### src/rtl/decoder_scan_ctrl.sv
// Scan controller that drives the A/B select and active-low enable of a 2-to-4 decoder.
// Each code is held for DWELL cycles, followed by BLANK cycles with the decoder disabled.
module decoder_scan_ctrl #(
  parameter int DWELL = 4,
  parameter int BLANK = 1,
  parameter int CNT_W = 8
) (
  input  logic clock,
  input  logic reset_b,
  input  logic start,
  input  logic mode,
  input  logic stop,
  output logic A,
  output logic B,
  output logic enable,
  output logic busy,
  output logic sweep_done
);

  typedef enum logic [1:0] {
    IDLE  = 2'd0,
    DRIVE = 2'd1,
    GAP   = 2'd2
  } state_t;

  localparam bit              HAS_GAP    = (BLANK > 0);
  localparam logic [CNT_W-1:0] DWELL_LAST = CNT_W'(DWELL - 1);
  localparam logic [CNT_W-1:0] BLANK_LAST = (BLANK > 0) ? CNT_W'(BLANK - 1) : '0;

  state_t             state_q, state_d;
  logic [1:0]         sel_q, sel_d;
  logic [CNT_W-1:0]   cnt_q, cnt_d;
  logic               mode_q, mode_d;
  logic               enable_q, enable_d;
  logic               busy_q, busy_d;
  logic               done_q, done_d;
  logic               end_of_code;

  always_ff @(posedge clock or negedge reset_b) begin
    if (!reset_b) begin
      state_q  <= IDLE;
      sel_q    <= 2'b00;
      cnt_q    <= '0;
      mode_q   <= 1'b0;
      enable_q <= 1'b1;
      busy_q   <= 1'b0;
      done_q   <= 1'b0;
    end else begin
      state_q  <= state_d;
      sel_q    <= sel_d;
      cnt_q    <= cnt_d;
      mode_q   <= mode_d;
      enable_q <= enable_d;
      busy_q   <= busy_d;
      done_q   <= done_d;
    end
  end

  always_comb begin
    state_d     = state_q;
    sel_d       = sel_q;
    cnt_d       = cnt_q;
    mode_d      = mode_q;
    done_d      = 1'b0;
    end_of_code = 1'b0;

    case (state_q)
      IDLE: begin
        if (start && !stop) begin
          state_d = DRIVE;
          sel_d   = 2'b00;
          cnt_d   = '0;
          mode_d  = mode;
        end
      end
      DRIVE: begin
        if (cnt_q == DWELL_LAST) begin
          cnt_d = '0;
          if (HAS_GAP) begin
            state_d = GAP;
          end else begin
            end_of_code = 1'b1;
          end
        end else begin
          cnt_d = cnt_q + CNT_W'(1);
        end
      end
      GAP: begin
        if (cnt_q == BLANK_LAST) begin
          cnt_d       = '0;
          end_of_code = 1'b1;
        end else begin
          cnt_d = cnt_q + CNT_W'(1);
        end
      end
      default: begin
        state_d = IDLE;
        sel_d   = 2'b00;
        cnt_d   = '0;
      end
    endcase

    // Code 11 wraps to 00 only here; single-sweep mode returns to IDLE instead.
    if (end_of_code) begin
      if (sel_q != 2'b11) begin
        sel_d   = sel_q + 2'd1;
        state_d = DRIVE;
      end else begin
        sel_d   = 2'b00;
        done_d  = 1'b1;
        state_d = mode_q ? IDLE : DRIVE;
      end
    end

    // Stop overrides everything, including a sweep completion on the same edge.
    if (stop && (state_q != IDLE)) begin
      state_d = IDLE;
      sel_d   = 2'b00;
      cnt_d   = '0;
      done_d  = 1'b0;
    end

    enable_d = (state_d != DRIVE);
    busy_d   = (state_d != IDLE);
  end

  assign A          = sel_q[1];
  assign B          = sel_q[0];
  assign enable     = enable_q;
  assign busy       = busy_q;
  assign sweep_done = done_q;

endmodule

### config.mk
export PLATFORM = sky130hd
export DESIGN_NAME = decoder_scan_ctrl
export DESIGN_NICKNAME = d
export VERILOG_FILES = /design/src/rtl/decoder_scan_ctrl.sv
export SDC_FILE = /design/constraint.sdc
export NUM_CORES = 1
export LEC_CHECK = 0
export ABC_AREA = 1
export BUFFER_PORTS_ARGS = -buffer_cell sky130_fd_sc_hd__buf_2
export CORE_MARGIN = 3
export CORE_UTILIZATION = 45
export DETAILED_ROUTE_END_ITERATION = 16
export PLACE_DENSITY = 0.68
export SYNTH_ARGS = -nofsm -noshare
export SYNTH_HDL_FRONTEND = slang
export SYNTH_SLANG_ARGS = --single-unit
### constraint.sdc
create_clock -name clock -period 2.5 [get_ports clock]
set_clock_uncertainty 0.05 [all_clocks]
set_input_delay 0.25 -clock clock [delete_from_list [all_inputs] [get_ports clock]]
set_output_delay 0.25 -clock clock [all_outputs]
set_load 0.05 [all_outputs]
; ---- Word level (Yosys, flattened, before mapping)
; Cells that the tools add are included.
[totals]
mem_bits_rw = 0
mem_count = 0
inputBits = 5
rom_bits = 0
latch_bits = 0
regBits = 16
out_inout_bits = 5
elab_cells = 49
[classes]
n_reduce_logical = 10
shifts = 0
div_mod_pow = 0
mux = 22
bitwise = 0
n_eq_ne = 8
addsub = 2
multipliers = 0
order_cmp = 0
[op_table]
columns = cell, count
row1 = 8-bit two-way mux, 4
row2 = 8-bit one-hot mux with 3 select lines, 1
row3 = 2-bit two-way mux, 8
row4 = 8-bit by 1-bit adder with 8-bit output (second input constant), 1
row5 = 8-bit by 2-bit equality test with 1-bit output (second input constant), 1
row6 = 8-bit logical NOT, 1
row7 = 1-bit two-way mux, 7
row8 = 2-bit one-hot mux with 3 select lines, 1
row9 = 4-bit != test (second input constant), 1
row10 = 2-bit one-hot mux with 2 select lines, 1
row11 = 2-bit AND reduction, 2
row12 = 2-bit nonzero test, 2
row13 = 3-bit by 1-bit != test with 1-bit output (second input constant), 1
row14 = 3-bit != test (second input constant), 1
row15 = 2-bit by 1-bit adder with 2-bit output (second input constant), 1
row16 = 2-bit by 1-bit equality test with 1-bit output (second input constant), 1
row17 = 2-bit equality test (second input constant), 1
row18 = 1-bit logical AND, 2
row19 = 2-bit logical NOT, 1
row20 = 2-bit by 1-bit != test with 1-bit output (second input constant), 1
row21 = 2-bit != test (second input constant), 1
row22 = 2-bit OR reduction, 1
row23 = 1-bit logical NOT, 1

; ---- Logic depth before layout (Yosys ltp)
[depth]
ltp_word = 7
depth_mapped = 10
mapped_depth_nobuf = 10

; ---- Worst setup path before layout
; Ideal clock, no wire load.
[synth_path]
kind = flip-flop to flip-flop
start = reg state_q[0]
end = reg enable_q, in the netlist enable
period_less_slack_ns = 1.479
required_time_ns = 2.386
path_stages_with_launch = 10
setup_time_ns = 0.064
slack_ns = 1.021
n_path_buf = 0
t_arrival_ns = 1.366
cell_sequence = dfrtp_1 > inv_1 > ha_1 > inv_1 > nand2_1 > inv_1 > or2_0 > a21oi_1 > nand2_1 > nand3_1
[synth_via]
elab_chain_len = 5
elab_cells_between_ends = 12
cone_classes = 3 x eq/ne / 6 x mux / 3 x reduce/logical
[synth_rtl]
columns = element, line
row1 = "start, declared", 30  ; state_t state_q, state_d;
row2 = "start signal, assigned", 49  ; state_q <= state_d;
row3 = "2-bit equality test, or another cell as far along", 67  ; case (state_q)
row4 = 2-bit one-hot mux with 3 select lines or 1-bit two-way mux (tied branches), n/a
row5 = 2-bit two-way mux, 104  ; if (end_of_code) begin
row6 = 2-bit two-way mux (*), 116  ; if (stop && (state_q != IDLE)) begin
row7 = 2-bit by 1-bit != test with 1-bit output (*), 123  ; enable_d = (state_d != DRIVE);
row8 = net enable_d, 34  ; logic enable_q, enable_d;
row9 = "end signal, assigned", 53  ; enable_q <= enable_d;
row10 = "end, declared", 34
; The timed path passes the listed nets; every way through them passes the cells marked *.
; A chain may end at the register's enable or synchronous reset.

; ---- Final worst setup path
[layout_path]
start = reg state_q[1]
end = reg busy_q, in the netlist busy
[layout_via]
elab_chain_len = 5
elab_cells_between_ends = 12
cone_classes = 2 x eq/ne / 6 x mux / 4 x reduce/logical
[layout_rtl]
columns = element, line
row1 = "2-bit equality test, or another cell as far along", 67
row2 = 2-bit one-hot mux with 3 select lines or 1-bit two-way mux (tied branches), n/a
row3 = 2-bit two-way mux, 104
row4 = 2-bit two-way mux (*), 116
row5 = 2-bit nonzero test (*), 124  ; busy_d = (state_d != IDLE);
row6 = net busy_d, 35  ; logic busy_q, busy_d;
row7 = "end signal, assigned", 54  ; busy_q <= busy_d;
row8 = "end, declared", 35
; Marked as above.

==> impl_metrics.ini <==
[run_status]
outcome = finished, final reports clean

[global_routing]
grt_overflow = 0
grt_max_degree = 17
antenna_found_initial = 0
grt_use_total_pct = 16.3
grt_pass1_wl_um = 3110
grt_pass1_vias = 726

[synthesis]
synth-edff-count = 0
synth_most_common_cell = nand2_1
ys_types = 20
yosys.area.top_type = dfrtp_1
async_flop_share_pct = 100
synth_cells = 122
synth_area_leaders = dfrtp_1, nand2_1, ha_1
ys.flop_type = dfrtp_1
yosysTopAreaCellShare_pct = 39.8
synth-seq-area-share_pct = 42.6
syn_area_um2 = 943
syn_avg_cell_area_um2 = 7.73
synth_warnings = 0
synthTopCellsByCount = nand2_1, nor2_1, inv_1
ys_seq_elements = 16
synth_nets = 135

[timing]
drv_slew = 0
fin_crit_ns = 1.65
fmax_mhz = 606
finalSetupViolCount = 0
tightest_slew_ns = 0.548
relSlewSlack_pct = 63.2
fin_crit_sh_pct = 66.0
setup_tns_ns = 0
hold_viol_final = 0
holdWs_ns = 0.146
rsz0062_at_grt = no

[finish]
multi_input_area_um2 = 474
fill_cells = 178
antennaDiodeCount = 0
finish.instance_area_um2 = 1060
synthToLayoutAreaGrowth_pct = 11.9
fin_nets = 150
final_layout_size_suffix_gt1_share_pct = 12.5
regArea_um2 = 402
final_util_pct = 56.8

[critical_path]
path_buf_inv = 3
reg2reg_slack_ns = 0.85
reg2reg_from = state_q[1]$_DFF_PN0_
arrival_ns = 1.83
worstSetupPathType = flip-flop to flip-flop
crit_path_start_kind = flip-flop
max_stage_delay_ns = 0.41
r2r_end = busy$_DFF_PN0_
cp_cell_sequence = inv_1 > ha_1 > inv_1 > nand2_1 > inv_1 > or2_0 > a21oi_1 > nand2_1 > nand2_1
cp_max_fo = 5
end_kind = flip-flop
cp.required_ns = 2.67
slowest_stage = dfrtp_1
cp_top_family = simple AND/OR/NAND/NOR gates
rr_worst_depth = 9

[clocking]
cts_buffer_depth = 2
cts_tree = built
cts_setup_buffers = 0
clk_pin_slew_ns = 0.09
clk_latency_ns = 0.28
cts_max_level = 1
cts-root-buf = clkbuf_4
cts_inserted_buffers = 3
cts-resized-gates = 0
clock_sinks = 16

[detailed_routing]
wl_per_cell_um = 10.8
drtIter0Drc = 9
drc = 0
num_vias = 789
drt_wl_total_um = 1740
vias_per_cell = 4.90
drt_pass1_iterations = 4
drtAntennaViolNets = 0

[worst_hold_path]
hold_end = mode_q$_DFFE_PN0P_
hold_start = mode
min_path_type = input port to flip-flop
min_delay_path_depth = 2

[place]
placed_area_um2 = 1020
globalplace.congestion = 0.830
portBuffers = 9
hpwl_um = 1370

[floorplanning]
start_util_pct = 50.8
rows = 15
die_area_um2 = 2680
die_x_um = 51.8
die_y_um = 51.8
io_pins = 10
coreArea_um2 = 1860

[power]
leakagePower_uw = 0.000552
power_density_nw_per_um2 = 878
ir_drop_uv = 404

[flow_run]
cap_violations = 0
==> state kept, by name, indices dropped and copies added, names as in the netlist <==
register,count
cnt_q,8
state_q,2
mode_q,1
sel_q,2
enable,1
sweep_done,1
busy,1
==> worst register-to-register path: stages (launching register included) <==
cell	delay (ns)
dfrtp_1	0.41
inv_1	0.14
ha_1	0.23
inv_1	0.07
nand2_1	0.12
inv_1	0.08
or2_0	0.19
a21oi_1	0.12
nand2_1	0.10
nand2_1	0.08
==> cells in the final DEF, fill, tap and decap left out, drive strengths merged <==
| master | count |
|---|---|
| clkbuf | 4 |
| xnor2 | 1 |
| dlygate4sd3 | 1 |
| o21bai | 1 |
| nor3 | 2 |
| xor2 | 2 |
| ha | 8 |
| nor2 | 19 |
| inv | 18 |
| or2 | 1 |
| a21oi | 7 |
| dfstp | 1 |
| mux2 | 1 |
| nand2 | 28 |
| nand3 | 7 |
| nand4 | 1 |
| dfrtp | 15 |
| o21ai | 10 |
| buf | 9 |
==> layout make-up <==
type | instances | area share (%)
Sequential cell | 16 | 38.0
Timing Repair Buffer | 10 | 5.21
Multi-Input combinational cell | 88 | 44.9
Inverter | 18 | 6.40
Tap cell | 25 | 2.96
Clock buffer | 4 | 2.49
==> metrics by stage <==
stage               power (µW)  setup WS [ns]  cells
finish                     928          0.849    161
CTS                        938          0.826    161
global route              1020          0.608    161
detailed placement         792          0.850    156
global placement           779          0.881    156
floorplan                  685           1.02    122
==> power by group <==
part	switching, µW	internal [µW]
logic	313	130
registers	30.6	312
clock network	80.3	61.9
==> kinds of logic (layout without fill, tap and decap cells) <==
| group | count (synthesis) | after routing | share of synthesized area, % |
|---|---|---|---|
| AND/OR/NAND/NOR | 58 | 58 | 25.1 |
| AO/OA/AOI/OAI | 18 | 18 | 10.6 |
| buffers and inverters | 18 | 32 | 7.16 |
| flip-flops | 16 | 16 | 42.6 |
| adder cells (fa/ha/maj) | 8 | 8 | 10.6 |
| XOR/XNOR | 3 | 3 | 2.79 |
| multiplexers | 1 | 1 | 1.19 |
==> worst max path at each step <==
stage	from	cells past startpoint	end	slack, ns
after floorplan	state_q[0]$_DFF_PN0_	9	enable$_DFF_PN1_	1.02
after global placement	state_q[0]$_DFF_PN0_	8	busy$_DFF_PN0_	0.88
after detailed placement	state_q[0]$_DFF_PN0_	8	busy$_DFF_PN0_	0.85
after CTS	state_q[0]$_DFF_PN0_	8	busy$_DFF_PN0_	0.83
after global routing	state_q[1]$_DFF_PN0_	8	enable$_DFF_PN1_	0.61
final	state_q[1]$_DFF_PN0_	9	busy$_DFF_PN0_	0.85
==> per-layer routing <==
layer  GRT usage, %  up-vias  wire (µm)
met5              0        -          0
met3           3.44        4         54
li1               -      410          -
met2           24.4       15        775
met4           7.86        0         29
met1           22.3      360        884
==> what timing repair did <==
action,in CTS,in global routing
endpoints found under the setup margin,0,0
hold buffers,1,0
endpoints found under the hold margin,15,0
Power figures use the tool's default switching activity.
